==> src/rtl/lii_out_arbiter.sv <==
// lii_out_arbiter: shares one LII phy output channel among N kernel streams.
// Round-robin arbitration picks a grant holder. The holder streams beats
// through a single output register until MAXBURST beats have been sent or
// until it runs dry. The next scan then starts just after the released holder.
//
// state    | meaning
// ST_ARB   | scanning s_tvalid circularly from rr_ptr; no beat accepted
// ST_GRANT | grant_idx owns the channel; beats flow when output can take them
module lii_out_arbiter #(
  parameter int N        = 4,
  parameter int PW       = 256,
  parameter int MAXBURST = 16
) (
  input  logic                 aclk,
  input  logic                 arst,
  input  logic [N*PW-1:0]      s_tdata,
  input  logic [N-1:0]         s_tvalid,
  output logic [N-1:0]         s_tready,
  input  logic [N*8-1:0]       s_dst,
  input  logic [7:0]           cfg_src,
  output logic [PW-1:0]        lii_out_p0_tdata,
  output logic                 lii_out_p0_tvalid,
  input  logic                 lii_out_p0_tready,
  output logic [7:0]           lii_out_p0_src,
  output logic [7:0]           lii_out_p0_dst,
  output logic [$clog2(N)-1:0] grant_idx,
  output logic                 busy
);

  localparam int IW = $clog2(N);
  // MAXBURST=1 still needs a one-bit counter; it never counts past zero.
  localparam int CW = (MAXBURST > 1) ? $clog2(MAXBURST) : 1;
  localparam logic [CW-1:0] LAST_BEAT = CW'(MAXBURST - 1);
  localparam logic [IW-1:0] LAST_IDX  = IW'(N - 1);

  typedef enum logic {
    ST_ARB   = 1'b0,
    ST_GRANT = 1'b1
  } state_t;

  state_t          state_q, state_d;
  logic [IW-1:0]   rr_ptr_q, rr_ptr_d;
  logic [IW-1:0]   grant_idx_q, grant_idx_d;
  logic [CW-1:0]   burst_cnt_q, burst_cnt_d;
  logic            out_valid_q, out_valid_d;
  logic [PW-1:0]   out_data_q, out_data_d;
  logic [7:0]      out_dst_q, out_dst_d;

  logic            can_accept;
  logic            hit;
  logic [IW-1:0]   hit_idx;
  logic            g_valid;
  logic [PW-1:0]   g_data;
  logic [7:0]      g_dst;
  logic            accept;
  logic            release_grant;
  logic [IW-1:0]   next_ptr;

  // The output register can take a beat when it is empty or draining this cycle.
  assign can_accept = !out_valid_q || lii_out_p0_tready;

  // Circular scan from rr_ptr. The nearest offset wins, so offsets are walked
  // from farthest to nearest and the last match overwrites earlier ones.
  // The wrapped index is computed without modulo so non-power-of-two N works.
  always_comb begin
    logic [IW-1:0] idx;
    hit     = 1'b0;
    hit_idx = rr_ptr_q;
    idx     = rr_ptr_q;
    for (int k = N - 1; k >= 1; k--) begin
      if (rr_ptr_q >= IW'(N - k)) begin
        idx = rr_ptr_q - IW'(N - k);
      end else begin
        idx = rr_ptr_q + IW'(k);
      end
      if (s_tvalid[idx]) begin
        hit     = 1'b1;
        hit_idx = idx;
      end
    end
    if (s_tvalid[rr_ptr_q]) begin
      hit     = 1'b1;
      hit_idx = rr_ptr_q;
    end
  end

  // Select the valid, data and destination of the current grant holder.
  always_comb begin
    g_valid = 1'b0;
    g_data  = '0;
    g_dst   = '0;
    for (int i = 0; i < N; i++) begin
      if (grant_idx_q == IW'(i)) begin
        g_valid = s_tvalid[i];
        g_data  = s_tdata[i*PW +: PW];
        g_dst   = s_dst[i*8 +: 8];
      end
    end
  end

  // Only the holder sees ready, and only while the output register has room.
  always_comb begin
    s_tready = '0;
    for (int i = 0; i < N; i++) begin
      s_tready[i] = (state_q == ST_GRANT) && (grant_idx_q == IW'(i)) && can_accept;
    end
  end

  assign accept = (state_q == ST_GRANT) && g_valid && can_accept;

  // A stalled output never releases: running dry only counts when a beat could
  // have moved.
  assign release_grant = (accept && (burst_cnt_q == LAST_BEAT)) ||
                         (can_accept && !g_valid);

  assign next_ptr = (grant_idx_q == LAST_IDX) ? '0 : grant_idx_q + IW'(1);

  // Next-state logic for the FSM, burst counter and output register.
  always_comb begin
    state_d     = state_q;
    rr_ptr_d    = rr_ptr_q;
    grant_idx_d = grant_idx_q;
    burst_cnt_d = burst_cnt_q;
    out_valid_d = out_valid_q;
    out_data_d  = out_data_q;
    out_dst_d   = out_dst_q;

    if (accept) begin
      out_valid_d = 1'b1;
      out_data_d  = g_data;
      out_dst_d   = g_dst;
    end else if (lii_out_p0_tready) begin
      out_valid_d = 1'b0;
    end

    case (state_q)
      ST_ARB: begin
        if (hit) begin
          state_d     = ST_GRANT;
          grant_idx_d = hit_idx;
          burst_cnt_d = '0;
        end
      end
      ST_GRANT: begin
        if (accept) begin
          burst_cnt_d = burst_cnt_q + CW'(1);
        end
        if (release_grant) begin
          state_d  = ST_ARB;
          rr_ptr_d = next_ptr;
        end
      end
      default: begin
        state_d = ST_ARB;
      end
    endcase
  end

  // Register all state; reset discards any held beat without draining it.
  always_ff @(posedge aclk) begin
    if (arst) begin
      state_q     <= ST_ARB;
      rr_ptr_q    <= '0;
      grant_idx_q <= '0;
      burst_cnt_q <= '0;
      out_valid_q <= 1'b0;
      out_data_q  <= '0;
      out_dst_q   <= '0;
    end else begin
      state_q     <= state_d;
      rr_ptr_q    <= rr_ptr_d;
      grant_idx_q <= grant_idx_d;
      burst_cnt_q <= burst_cnt_d;
      out_valid_q <= out_valid_d;
      out_data_q  <= out_data_d;
      out_dst_q   <= out_dst_d;
    end
  end

  assign lii_out_p0_tdata  = out_data_q;
  assign lii_out_p0_tvalid = out_valid_q;
  assign lii_out_p0_dst    = out_dst_q;
  assign lii_out_p0_src    = cfg_src;
  assign grant_idx         = grant_idx_q;
  assign busy              = (state_q == ST_GRANT);

endmodule

==> config.mk <==
export PLATFORM = sky130hd
export DESIGN_NAME = lii_out_arbiter
export DESIGN_NICKNAME = d
export VERILOG_FILES = /design/src/rtl/lii_out_arbiter.sv
export SDC_FILE = /design/constraint.sdc
export NUM_CORES = 1
export LEC_CHECK = 0
export CORE_AREA = 2 2 523 525
export CTS_CLUSTER_SIZE = 24
export DETAILED_ROUTE_END_ITERATION = 10
export DIE_AREA = 0 0 525 527
export GPL_TIMING_DRIVEN = 0
export HOLD_SLACK_MARGIN = 0.02
export PLACE_DENSITY = 0.3
export REMOVE_ABC_BUFFERS = 1
export SLEW_MARGIN = 10
export SYNTH_ARGS = -nofsm -noshare
export SYNTH_HDL_FRONTEND = slang
export SYNTH_SLANG_ARGS = --single-unit
==> constraint.sdc <==
create_clock -name aclk -period 2.9 [get_ports aclk]
set_input_delay 0.435 -clock aclk [delete_from_list [all_inputs] [get_ports aclk]]
set_output_delay 0.435 -clock aclk [all_outputs]
set_load 0.005 [all_outputs]
Word level (Yosys, flattened, before mapping)
Cells that the tools add are included.
{"block": "op_classes", "n_addsub": 8, "magnitude_cmp": 7, "eq_ne": 6, "n_mux": 40, "bitwise_logic": 1, "n_reduce_logical": 21}
{"op": "256-bit two-way mux", "count": 4}
{"op": "8-bit two-way mux", "count": 4}
{"op": "1-bit two-way mux", "count": 16}
{"op": "2-bit two-way mux", "count": 8}
{"op": "1-bit logical AND", "count": 12}
{"op": "2-bit by 3-bit < comparator with 1-bit output, second input constant", "count": 4}
{"op": "1-bit binary-select mux with 2-bit select", "count": 4}
{"op": "4-bit two-way mux", "count": 2}
{"op": "4-bit one-hot mux with 2 select lines", "count": 1}
{"op": "2-bit AND reduction", "count": 3}
{"op": "2-bit by 1-bit adder with 2-bit output, second input constant", "count": 2}
{"op": "2-bit adder, second input constant", "count": 2}
{"op": "4-bit by 1-bit adder with 4-bit output, second input constant", "count": 1}
{"op": "2-bit equality test, second input constant", "count": 2}
{"op": "4-bit equality test, second input constant", "count": 1}
{"op": "2-bit greater-or-equal comparator, second input constant", "count": 2}
{"op": "2-bit subtractor, second input constant", "count": 2}
{"op": "2-bit by 1-bit equality test with 1-bit output, second input constant", "count": 1}
{"op": "2-bit by 1-bit greater-or-equal comparator with 1-bit output, second input constant", "count": 1}
{"op": "1-bit zero test", "count": 2}
{"op": "2-bit zero test", "count": 1}
{"op": "1-bit logical OR", "count": 2}
{"op": "2-bit by 1-bit != test with 1-bit output, second input constant", "count": 1}
{"op": "2-bit != test, second input constant", "count": 1}
{"op": "4 further kinds", "count": 4}
{"block": "totals", "reg_bits": 274, "wordCells": 90}

Logic depth before layout (Yosys ltp)
Gate-level depths: netlist of run 1.
{"block": "logic_depth", "word_depth": 11, "mapped_depth": 11, "mapped_depth_nobuf": 7}

Worst setup path after synthesis of run 1
Ideal clock, no wire load.
{"block": "synth_path", "path_kind": "flip-flop to flip-flop", "start": "register grant_idx_q[0] (netlist: grant_idx[0])", "end": "register out_data_q[100] (netlist: lii_out_p0_tdata[100])", "setup_time_ns": 0.132, "t_arrival_ns": 1.988, "required_ns": 2.768, "setup_slack_ns": 0.780, "path_stages_with_launch": 11, "n_path_buf": 3, "period_less_slack_ns": 2.120, "cell_sequence": "dfxtp_1 > inv_1 > ha_1 > buf_2 > nor2b_1 > o21ai_1 > nand3_1 > clkbuf_1 > buf_2 > a211oi_1 > nor3_1"}
{"block": "synth_between", "elab_chain_len": 7}
{"item": "from (decl)", "line": "43", "text": "logic [IW-1:0] grant_idx_q, grant_idx_d;"}
{"item": "from (signal assigned)", "line": "172", "text": "grant_idx_q <= grant_idx_d;"}
{"item": "2-bit zero test", "line": "93", "text": "if (grant_idx_q == IW'(i)) begin"}
{"item": "1-bit two-way mux (4 in series)", "line": "93"}
{"item": "1-bit logical AND (2 in series)", "line": "109", "text": "assign accept = (state_q == ST_GRANT) && g_valid && can_accept;"}
{"item": "to (signal assigned)", "line": "175", "text": "out_data_q <= out_data_d;"}
{"item": "to (decl)", "line": "46", "text": "logic [PW-1:0] out_data_q, out_data_d;"}
Parallel ways exist; a longest one is shown, timed or not.
A chain may end at the register's enable or synchronous reset.

Final worst setup path of run 1
{"block": "layout_path", "start": "register grant_idx_q[1] (netlist: grant_idx[1])", "end": "register out_data_q[160] (netlist: lii_out_p0_tdata[160])"}
The elaborated chain is that of the path after synthesis.

==> summary.txt, run 1 <==
Pwr
  • P_leak: 12.9 nW
  • P_int: 16.4 mW
  • Sw power: 12.4 mW
  • PwrDens: 719 mW/mm²
  • Flop pwr share: 18.6%
  • Clock share of power: 23.9%
  • Logic gate share of total power: 57.4%
  • Switching Fraction: 43.0%
  • Max VDD drop: 0.428 mV

Floorplanning
  • Die extent in y: 527 µm
  • Chip Width: 525 µm
  • Ports: 1351
  • Row cnt: 192
  • Initial Util: 6.84%
  • Die area: 0.277 mm²
  • Core area: 0.272 mm²

Synth
  • Yosys top cell by area: dfxtp_1
  • Ys async rst share: 0%
  • Number of synthesized flops with an enable pin: 0
  • Sequential area share after synthesis: 29.5%
  • Cells after synthesis: 2506
  • Share of the synthesized area in the top cell type: 29.5%
  • Synth cell types: 39
  • Most used DFF post-synth: dfxtp_1
  • Top post-synthesis cells by area: dfxtp_1 30%, nor2b_1 18%, nor3_1 14%, a221oi_1 12%, a211oi_1 11%
  • Syn avg cell area: 7.41 µm²
  • Synthesis Warnings: 0
  • Post-synthesis register bit count: 274
  • Mapped Area: 0.0186 mm²

CTS
  • Post-CTS Hold Buffers: 0
  • Clock Latency Late Sink: 690 ps
  • Clk root buf: clkbuf_16
  • Clock slew at reported path FFs: 50 ps
  • CTS tree: built
  • Clock Sinks: 274
  • Htree depth: 2
  • TritonCTS buffer count: 51
  • Clock Tree Buf Depth: 3

Final layout
  • Layout cells sized above 1: 7.61%
  • Nets: 4797
  • Multi-input gate area: 0.0123 mm²
  • Commonest non-fill, non-tap cell in the layout: clkdlybuf4s50_1
  • Most frequent cells in the layout: 1333 x clkdlybuf4s50_1, 525 x nor2b_1, 524 x nor3_1, 272 x dfxtp_1, 268 x nor2_1
  • Area growth syn-to-layout: 116%
  • FF/Latch Area: 0.00549 mm²
  • Final Cell Area: 0.0401 mm²
  • Final core utilization: 14.8%
  • Filler cell count in the final layout: 30866

Detailed routing
  • DRT iter0 DRCs: 1483
  • Vias per cell: 3.52
  • Pre-Repair DR Iteration Count: 7
  • Final ANT Viol Nets: 0
  • Vias: 26019
  • DRC viols: 0
  • WL/cell: 29.9 µm
  • WL final: 221000 µm

Critical path
  • Crit path arrival time: 3440 ps
  • WS Path Type: reg -> reg
  • Crit path required time: 3450 ps
  • Startpoint Class: register
  • CP Capture Type: register
  • CP max FO: 12

Place
  • GPL Wtd Cong: 0.855
  • Post-DP Area: 0.0366 mm²
  • Dpl hpwl: 170000 µm
  • Port Buffers: 1334

STA
  • Hold_ws: 229 ps
  • Final period util: 99.9%
  • Final min period: 2900 ps
  • Relative slew slack: 27.5%
  • Slew Viols, Final: 0
  • Slew @ Worst Pin: 1090 ps
  • Total Neg Setup Slack: 0 ps
  • FMAX: 345 MHz
  • RSZ-0062 raised after global routing: yes
  • Final setup fails: 0
  • Hold Violations, Final: 0
  • Clk_skew: 21.3 ps

Hold path
  • Hold crit path type: in -> reg

Global route
  • First-pass GRT wire length: 276000 µm
  • Total Routing Usage GR: 15.0%
  • Grt ovf: 0
  • Antenna violations before repair: 189
  • Largest net degree at the start of global routing: 82
  • Number of global-route vias before repair: 25770

Status
  • Status: finished, final reports clean

Job
  • Max-cap violations: 0
logic make-up (layout without fill, tap and decap cells):
logic type               Yosys count  count (layout)  synth area share, %
AND/OR/NAND/NOR                 1353            1354                 38.3
multiplexers                       8               8                0.754
flip-flops                       274             274                 29.5
other                              0              43                    0
buffers and inverters            314            1563                 7.08
AO/OA/AOI/OAI                    550             550                 23.9
adder cells (fa/ha/maj)            7               7                0.471
power groups by stage:
stage                     logic [mW]  registers (mW)  clock network, mW
after floorplan                 6.52            5.25                  0
after global placement          8.91            4.64                  0
after detailed placement        15.1            5.44                  0
after CTS                       16.6            5.39               7.35
after global routing            17.9            5.50               7.38
final                           16.6            5.38               6.91
Yosys cell counts (2+ instances only):
library cell	n
buf_1	9
o31ai_1	2
nor3_1	530
nand2_1	7
mux2_2	2
buf_2	79
nor2b_1	527
inv_1	8
a21oi_1	6
buf_4	8
a221oi_1	265
mux2i_1	2
o22ai_1	2
mux4_1	2
nor2_1	268
nand2b_1	3
a211oi_1	266
and3_1	5
mux4_2	2
nand3_1	6
clkbuf_1	208
o21ai_0	2
dfxtp_1	274
ha_1	7
or3_1	2
area by class of cell:
cell class | count | area share [%]
clock buffer | 74 | 3.78
antenna | 43 | 0.268
inverter | 8 | 0.0749
timing repair buffer | 1465 | 39.7
tap | 3589 | 11.2
sequential | 274 | 13.7
multi-input combinational | 1919 | 30.6
clock inverter | 16 | 0.655
worst max-delay path, cell delays in order, from the launching register on:
cell and delay [ps]:
dfxtp_2 360, inv_2 120, ha_4 180, buf_16 160
buf_4 200, buf_4 280, nor2b_1 80, a221oi_1 910
nor3_1 150, a211oi_1 230, nor3_1 80
repair_timing:
action                     CTS  global route
pin swaps                   12             8
gates cloned                20             6
hold endpoints to repair     0             0
buffers inserted            42             8
setup endpoints to repair  271            33
gates resized for setup     58            22
through the flow:
stage / worst slack, ps / total power, mW / cells
2_1_floorplan: -13800 / 11.8 / 2200
3_3_place_gp: -35040 / 13.6 / 7123
3_5_place_dp: -1690 / 20.5 / 7179
4_1_cts: -60.7 / 29.3 / 7331
5_1_grt: -8.00 / 30.8 / 7352
6_report: 2.66 / 28.8 / 7388
registers in the layout (all words and copies together), names as in the netlist:
signal	cells
burst_cnt_q	4
busy	1
grant_idx	2
lii_out_p0_dst	8
lii_out_p0_tdata	256
lii_out_p0_tvalid	1
rr_ptr_q	2
final timing paths:
kind	start	to	slack (ps)	cells past startpoint
hold reg to reg	lii_out_p0_tdata[175]	lii_out_p0_tdata[175]	490	2
setup reg to reg	grant_idx[1]	lii_out_p0_tdata[160]	3	10
hold / removal	arst	lii_out_p0_tdata[212]	230	2
setup / recovery	grant_idx[1]	lii_out_p0_tdata[160]	3	10
layer usage:
metal / part of all wire, % / vias up / wire, µm / GRT usage (%)
met5: 0.36 / - / 791 / 0
met4: 2.4 / 118 / 5230 / 3.44
met3: 11 / 357 / 24400 / 7.47
met2: 45 / 1438 / 99500 / 24.1
met1: 41 / 12345 / 90600 / 17.8
li1: - / 11761 / - / -
(Power assumes the default switching activity.)
==> run 2: changes to the inputs <==
--- a/config.mk
+++ b/config.mk
@@ -5,10 +5,11 @@
 export SDC_FILE = /design/constraint.sdc
 export NUM_CORES = 1
 export LEC_CHECK = 0
-export CORE_AREA = 2 2 523 525
+export CORE_AREA = 2 2 527 529
 export CTS_CLUSTER_SIZE = 24
 export DETAILED_ROUTE_END_ITERATION = 10
-export DIE_AREA = 0 0 525 527
+export DIE_AREA = 0 0 529 531
+export DONT_BUFFER_PORTS = 1
 export GPL_TIMING_DRIVEN = 0
 export HOLD_SLACK_MARGIN = 0.02
 export PLACE_DENSITY = 0.3
==> run 2 against run 1 <==
The run now ends with hold timing, setup timing left. Clock skew is 40 ps higher. Sequential share of layout area is 6.2 points higher. Routed wire length shrank 6.6%. Hold slack got worse by 380 ps. Critical path depth increased by 2. Largest cell class is now multi-input combinational cells. Highest routed layer unchanged.
==> summary.txt, run 2 (synthesized netlist as in run 1, its figures left out) <==
Critical path
  • Crit path arrival time: 3510 ps (was 3440 ps)
  • CP Capture Type: register (unchanged)
  • R2r startpoint: grant_idx[0] (was grant_idx[1])
  • CP max FO: 43 (was 12)
  • Startpoint Class: register (unchanged)
  • R2R depth: 12 (was 10)
  • WS Path Type: reg -> reg (unchanged)
  • Crit path required time: 3430 ps (was 3450 ps)
  • Crit. Startpoint: grant_idx[0] (was grant_idx[1])

Hold path
  • HP Start: arst (unchanged)
  • Hold crit path type: in -> reg (unchanged)
  • Hold depth: 1 (was 2)

Floorplanning
  • Initial Util: 6.75% (was 6.84%)
  • Die extent in y: 531 µm (was 527 µm)
  • Core area: 0.275 mm² (was 0.272 mm²)
  • Ports: 1351 (unchanged)
  • Chip Width: 529 µm (was 525 µm)
  • Row cnt: 193 (was 192)
  • Die area: 0.281 mm² (was 0.277 mm²)

CTS
  • Clk root buf: clkbuf_16 (unchanged)
  • Clock Latency Late Sink: 730 ps (was 690 ps)
  • Clock Tree Buf Depth: 3 (unchanged)
  • Clock slew at reported path FFs: 70 ps (was 50 ps)
  • TritonCTS buffer count: 46 (was 51)
  • Htree depth: 2 (unchanged)
  • CTS tree: built (unchanged)
  • Clock Sinks: 274 (unchanged)

STA
  • Final worst slack: -76.4 ps (was 2.66 ps)
  • Total Neg Setup Slack: -164 ps (was 0 ps)
  • Final period util: 103% (was 99.9%)
  • Slew Viols, Final: 0 (unchanged)
  • Hold Violations, Final: 58 (was 0)
  • Final min period: 2980 ps (was 2900 ps)
  • Hold_ws: -147 ps (was 229 ps)
  • Clk_skew: 61.4 ps (was 21.3 ps)
  • Relative slew slack: 22.4% (was 27.5%)
  • RSZ-0062 raised after global routing: yes (unchanged)
  • FMAX: 336 MHz (was 345 MHz)
  • Final setup fails: 6 (was 0)
  • Slew @ Worst Pin: 1160 ps (was 1090 ps)

Job
  • Max-cap violations: 0 (unchanged)

Global route
  • First-pass GRT wire length: 241000 µm (was 276000 µm)
  • Grt ovf: 0 (unchanged)
  • Antenna violations before repair: 277 (was 189)
  • Number of global-route vias before repair: 20287 (was 25770)
  • Largest net degree at the start of global routing: 275 (was 82)
  • Total Routing Usage GR: 13.4% (was 15.0%)

Detailed routing
  • DRC viols: 0 (unchanged)
  • Final ANT Viol Nets: 0 (unchanged)
  • Vias: 22540 (was 26019)
  • DRT iter0 DRCs: 1608 (was 1483)
  • Vias per cell: 3.62 (was 3.52)
  • Pre-Repair DR Iteration Count: 5 (was 7)
  • WL final: 206000 µm (was 221000 µm)
  • WL/cell: 33.1 µm (was 29.9 µm)

Final layout
  • Layout cells sized above 1: 10.1% (was 7.61%)
  • Number of flip-flops under the largest register name: 256 (unchanged)
  • Final core utilization: 10.1% (was 14.8%)
  • Filler cell count in the final layout: 32045 (was 30866)
  • Nets: 3578 (was 4797)
  • Commonest non-fill, non-tap cell in the layout: nor2b_1 (was clkdlybuf4s50_1)
  • Area growth syn-to-layout: 48.9% (was 116%)
  • Most frequent cells in the layout: 526 x nor2b_1, 520 x nor3_1, 271 x dfxtp_1, 268 x nor2_1, 248 x a221oi_1 (was 1333 x clkdlybuf4s50_1, 525 x nor2b_1, 524 x nor3_1, 272 x dfxtp_1, 268 x nor2_1)
  • Final Cell Area: 0.0277 mm² (was 0.0401 mm²)

Place
  • Post-DP Area: 0.0230 mm² (was 0.0366 mm²)
  • Placement Setup Slack: -1810 ps (was -1690 ps)
  • Dpl hpwl: 161000 µm (was 170000 µm)
  • Port Buffers: 0 (was 1334)
  • GPL Wtd Cong: 0.896 (was 0.855)

Status
  • Status: complete, but fails checks (was finished, final reports clean)
  • Failing checks: hold timing, setup timing

Pwr
  • Max VDD drop: 0.582 mV (was 0.428 mV)
  • P_leak: 8.07 nW (was 12.9 nW)
  • Pwr Total: 23.9 mW (was 28.8 mW)
  • PwrDens: 865 mW/mm² (was 719 mW/mm²)
[run 2: layout make-up]
class / count / area (µm²) / share of cell area (%)
clock buffers: 60 / 1260 / 4.57
diodes: 95 / 238 / 0.859
well taps: 3607 / 4510 / 16.3
multi-input cells: 1919 / 12300 / 44.3
inverters: 8 / 35.0 / 0.127
clock inverters: 21 / 223 / 0.805
flip-flops and latches: 274 / 5490 / 19.9
repair buffers: 251 / 3640 / 13.1
[run 2: stage by stage]
stage          std cells  hold slack (ps)
2_1_floorplan       2200              458
3_3_place_gp        5807              486
3_5_place_dp        5852              485
4_1_cts             6100             -273
5_1_grt             6190             -240
6_report            6235             -147
[run 2: report_power, final]
part	internal [mW]	switching, mW	leakage (nW)
clock network	3.33	2.61	0.731
registers	4.78	1.43	2.25
logic	4.57	7.21	5.09
[run 2: repair_timing]
action	4_1_cts	5_1_grt
resized for setup	57	23
pin swaps	9	7
setup endpoints to repair	274	94
gates cloned	17	13
hold buffers	125	21
hold endpoints to repair	274	195
setup buffers	25	6
[run 2: per-layer routing]
metal  GRT usage (%)  routed length, µm  share of wire (%)
met3            8.47              30700                 15
met5           0.530               1180               0.57
met2            20.1              87900                 43
met1            14.8              76700                 37
met4            5.71               9670                4.7
[run 2: worst paths after layout]
check	to	slack [ps]
worst max-delay path	lii_out_p0_tdata[166]	-80
worst min-delay path	lii_out_p0_tdata[160]	-150
worst max register to register	lii_out_p0_tdata[166]	-80
worst min register to register	burst_cnt_q[3]	500
[run 2: worst max-delay path, stage by stage (launching register included)]
cell	delay [ps]
dfxtp_4	440
inv_4	70
ha_4	170
buf_16	130
buf_16	160
nor2b_1	170
o21ai_4	190
nand3_4	100
buf_12	160
buf_12	160
buf_16	200
a211oi_1	570
nor3_1	100
==> run 3: changes to the inputs <==
--- a/config.mk
+++ b/config.mk
@@ -6,6 +6,7 @@
 export NUM_CORES = 1
 export LEC_CHECK = 0
 export CORE_AREA = 2 2 527 529
+export CTS_BUF_LIST = sky130_fd_sc_hd__clkbuf_4 sky130_fd_sc_hd__clkbuf_8
 export CTS_CLUSTER_SIZE = 24
 export DETAILED_ROUTE_END_ITERATION = 10
 export DIE_AREA = 0 0 529 531
==> run 3 against run 2 <==
Synthesized cell count is the same. Synthesized area is the same. The run now fails in 5_1_grt.
==> summary.txt, run 3 <==
Status
  • Status: did not finish (was complete, but fails checks)
  • Exit stage: 5_1_grt
  • Err: [ERROR GRT-0228] Horizontal edge usage exceeds the maximum allowed. (48, 67) usage=65535 limit=3200

Synth
  • Ys async rst share: 0% (unchanged)
  • Sequential area share after synthesis: 29.5% (unchanged)
  • Synth cell types: 39 (unchanged)
  • Share of the synthesized area in the top cell type: 29.5% (unchanged)
  • Cells after synthesis: 2506 (unchanged)
  • Number of synthesized flops with an enable pin: 0 (unchanged)
  • Most used DFF post-synth: dfxtp_1 (unchanged)
  • Syn avg cell area: 7.41 µm² (unchanged)
  • Post-synthesis register bit count: 274 (unchanged)
  • Mapped Area: 0.0186 mm² (unchanged)
  • Yosys top cell by area: dfxtp_1 (unchanged)
  • Commonest cells in the netlist: 530 x nor3_1, 527 x nor2b_1, 274 x dfxtp_1 (unchanged)
  • Top post-synthesis cells by area: dfxtp_1 30%, nor2b_1 18%, nor3_1 14%, a221oi_1 12%, a211oi_1 11% (unchanged)
  • Synthesis Warnings: 0 (unchanged)
  • Most common cell in the netlist: nor3_1 (unchanged)

Floorplanning
  • Ports: 1351 (unchanged)
  • Row cnt: 193 (unchanged)
  • Initial Util: 6.75% (unchanged)
  • Chip Width: 529 µm (unchanged)
  • Die extent in y: 531 µm (unchanged)

Place
  • Dpl hpwl: 161000 µm (unchanged)
  • Port Buffers: 0 (unchanged)
  • GPL Wtd Cong: 0.896 (unchanged)

CTS
  • Htree depth: 3 (was 2)
  • Clock Sinks: 274 (unchanged)
  • Clock Tree Buf Depth: 4 (was 3)
  • TritonCTS buffer count: 75 (was 46)
  • Clk root buf: clkbuf_8 (was clkbuf_16)

STA
  • Worst EP Category: register input
  • Worst endpoint after global-route timing repair: lii_out_p0_tdata[219]$_SDFFE_PP0P_/D

Global route
  • Antenna violations before repair: 281
  • Largest net degree at the start of global routing: 275
## run 3: kinds of logic after synthesis
family / Yosys count / synth area share, %
and+or+nand+nor: 1353 / 38.3
AOI/OAI and AO/OA: 550 / 23.9
buffers and inverters: 314 / 7.08
DFF: 274 / 29.5
muxes: 8 / 0.754
adders and majority gates: 7 / 0.471
## run 3: through the flow
step	setup TNS, ps	std cells	worst slack [ps]	area (µm²)	hold WS (ps)
2_1_floorplan	-3664890	2200	-13800	17300	458
3_3_place_gp	-7965240	5807	-31550	21800	486
3_5_place_dp	-219760	5852	-1810	23000	485
4_1_cts	0	6127	1.55	26600	-456
## run 3: timing repair
| item | CTS |
|---|---|
| pin swaps | 9 |
| buffers inserted | 21 |
| hold buffers | 121 |
| hold endpoints to repair | 274 |
| setup endpoints to repair | 274 |
| gates cloned | 17 |
| gates resized for setup | 55 |
==> run 4: changes to the inputs <==
--- a/config.mk
+++ b/config.mk
@@ -6,14 +6,11 @@
 export NUM_CORES = 1
 export LEC_CHECK = 0
 export CORE_AREA = 2 2 527 529
-export CTS_BUF_LIST = sky130_fd_sc_hd__clkbuf_4 sky130_fd_sc_hd__clkbuf_8
-export CTS_CLUSTER_SIZE = 24
 export DETAILED_ROUTE_END_ITERATION = 10
 export DIE_AREA = 0 0 529 531
 export DONT_BUFFER_PORTS = 1
 export GPL_TIMING_DRIVEN = 0
-export HOLD_SLACK_MARGIN = 0.02
-export PLACE_DENSITY = 0.3
+export PLACE_DENSITY_LB_ADDON = 0.15
 export REMOVE_ABC_BUFFERS = 1
 export SLEW_MARGIN = 10
 export SYNTH_ARGS = -nofsm -noshare
==> run 4 against run 3 <==
The flow now finishes, with violations (setup timing).
==> summary.txt, run 4 (synthesized netlist as in run 1, its figures left out) <==
STA
  • Final period util: 100%
  • Slew @ Worst Pin: 1140 ps
  • RSZ-0062 raised after global routing: yes
  • FMAX: 344 MHz
  • Total Neg Setup Slack: -9.81 ps
  • Clk_skew: 21.7 ps
  • Final min period: 2910 ps
  • Slew Viols, Final: 0
  • Relative slew slack: 23.7%
  • Final setup fails: 1
  • Hold Violations, Final: 0
  • Final worst slack: -9.81 ps

Critical path
  • Crit path arrival time: 3440 ps
  • Startpoint Class: register
  • WS Path Type: reg -> reg
  • CP max FO: 58
  • Crit path required time: 3430 ps
  • CP Capture Type: register

Detailed routing
  • Pre-Repair DR Iteration Count: 5
  • Vias: 22398
  • WL final: 201000 µm
  • DRT iter0 DRCs: 1547
  • Final ANT Viol Nets: 0
  • WL/cell: 31.9 µm
  • DRC viols: 0
  • Vias per cell: 3.56

Final layout
  • Most frequent cells in the layout: 522 x nor2b_1, 513 x nor3_1, 271 x dfxtp_1, 268 x nor2_1, 223 x a221oi_1
  • Number of flip-flops under the largest register name: 256
  • Layout cells sized above 1: 14.1%
  • Nets: 3664
  • Area growth syn-to-layout: 58.1%
  • Commonest non-fill, non-tap cell in the layout: nor2b_1
  • Filler cell count in the final layout: 31885

Global route
  • Total Routing Usage GR: 12.9%
  • Antenna violations before repair: 205
  • Met1 GRT Util: 14.6%
  • Largest net degree at the start of global routing: 275
  • First-pass GRT wire length: 236000 µm
  • M2 GR Usage: 20.5%
  • Grt ovf: 0
  • GRT busiest layer: met2
  • Number of global-route vias before repair: 20481
  • Met3 usage: 6.63%

CTS
  • Htree depth: 2 (was 3)
  • CTS tree: built
  • Clock slew at reported path FFs: 60 ps
  • Clock Tree Buf Depth: 3 (was 4)
  • TritonCTS buffer count: 46 (was 75)
  • Clock Latency Late Sink: 670 ps
  • Clk root buf: clkbuf_16 (was clkbuf_8)
  • Clock Sinks: 274 (unchanged)

Job
  • Max-cap violations: 0

Floorplanning
  • Initial Util: 6.75% (unchanged)
  • Die area: 0.281 mm²
  • Ports: 1351 (unchanged)
  • Core area: 0.275 mm²
  • Chip Width: 529 µm (unchanged)
  • Row cnt: 193 (unchanged)
  • Die extent in y: 531 µm (unchanged)

Pwr
  • Pwr Total: 25.5 mW
  • Max VDD drop: 0.396 mV
  • PwrDens: 868 mW/mm²
  • P_leak: 8.82 nW

Place
  • Dpl hpwl: 148000 µm (was 161000 µm)
  • Port Buffers: 0 (unchanged)
  • GPL Wtd Cong: 0.835 (was 0.896)

Status
  • Failing checks: setup timing
  • Status: complete, but fails checks (was did not finish)

Hold path
  • Hold crit path type: in -> reg
==> run 4: worst max-delay path, cell delays in order (launching register included) <==
cell        delay [ps]
dfxtp_4            450
clkinvlp_4         140
buf_4              160
ha_4               210
buf_6              160
buf_16             200
buf_16             250
nor2b_2            210
a221oi_2           460
nor3_1             100
a211oi_1           220
nor3_1              80
==> run 4: through the flow <==
stage	util [%]	cells	cell area (µm²)	hold WS [ps]	worst slack (ps)
after floorplan	-	2200	17300	458	-13800
after global placement	7.92	5807	21800	487	-32480
after detailed placement	8.33	5849	22900	488	-2050
after CTS	10.0	6143	27600	-218	-55.3
after global routing	10.6	6258	29300	-18.7	-25.9
final	10.7	6297	29400	14.9	-9.81
==> run 4: power breakdown <==
| part | switching (mW) | internal [mW] | leakage, nW |
|---|---|---|---|
| Sequential | 1.38 | 4.78 | 2.25 |
| Clock | 2.52 | 3.49 | 0.759 |
| Combinational | 8.01 | 5.32 | 5.82 |
==> run 4: cell type report <==
type	count	area [µm²]	area share (%)
multi-input cells	1919	12700	43.4
flip-flops and latches	274	5490	18.7
repair buffers	337	4880	16.6
well taps	3607	4510	15.4
clock buffers	68	1350	4.61
clock inverters	17	184	0.626
diodes	67	168	0.571
inverters	8	37.5	0.128
==> run 4: path summary, 6_finish.rpt <==
kind | end | slack [ps] | from | depth (start not counted)
hold / removal | lii_out_p0_tdata[164] | 10 | s_tdata[932] | 2
hold reg to reg | burst_cnt_q[3] | 490 | burst_cnt_q[3] | 2
setup / recovery | lii_out_p0_tdata[255] | -10 | grant_idx[0] | 11
setup reg to reg | lii_out_p0_tdata[255] | -10 | grant_idx[0] | 11
==> run 4: metal layers <==
metal  routed length (µm)  part of all wire (%)
met1                77800                    39
met2                89100                    44
met3                24900                    12
met4                 8480                   4.2
met5                  913                  0.45
==> run 4: what timing repair did <==
action / CTS / global route
resized for setup: 96 / 76
setup buffers: 25 / 29
pin swaps: 17 / 15
endpoints found under the setup margin: 273 / 119
endpoints found under the hold margin: 274 / 66
hold buffers: 155 / 40
cloned: 29 / 18
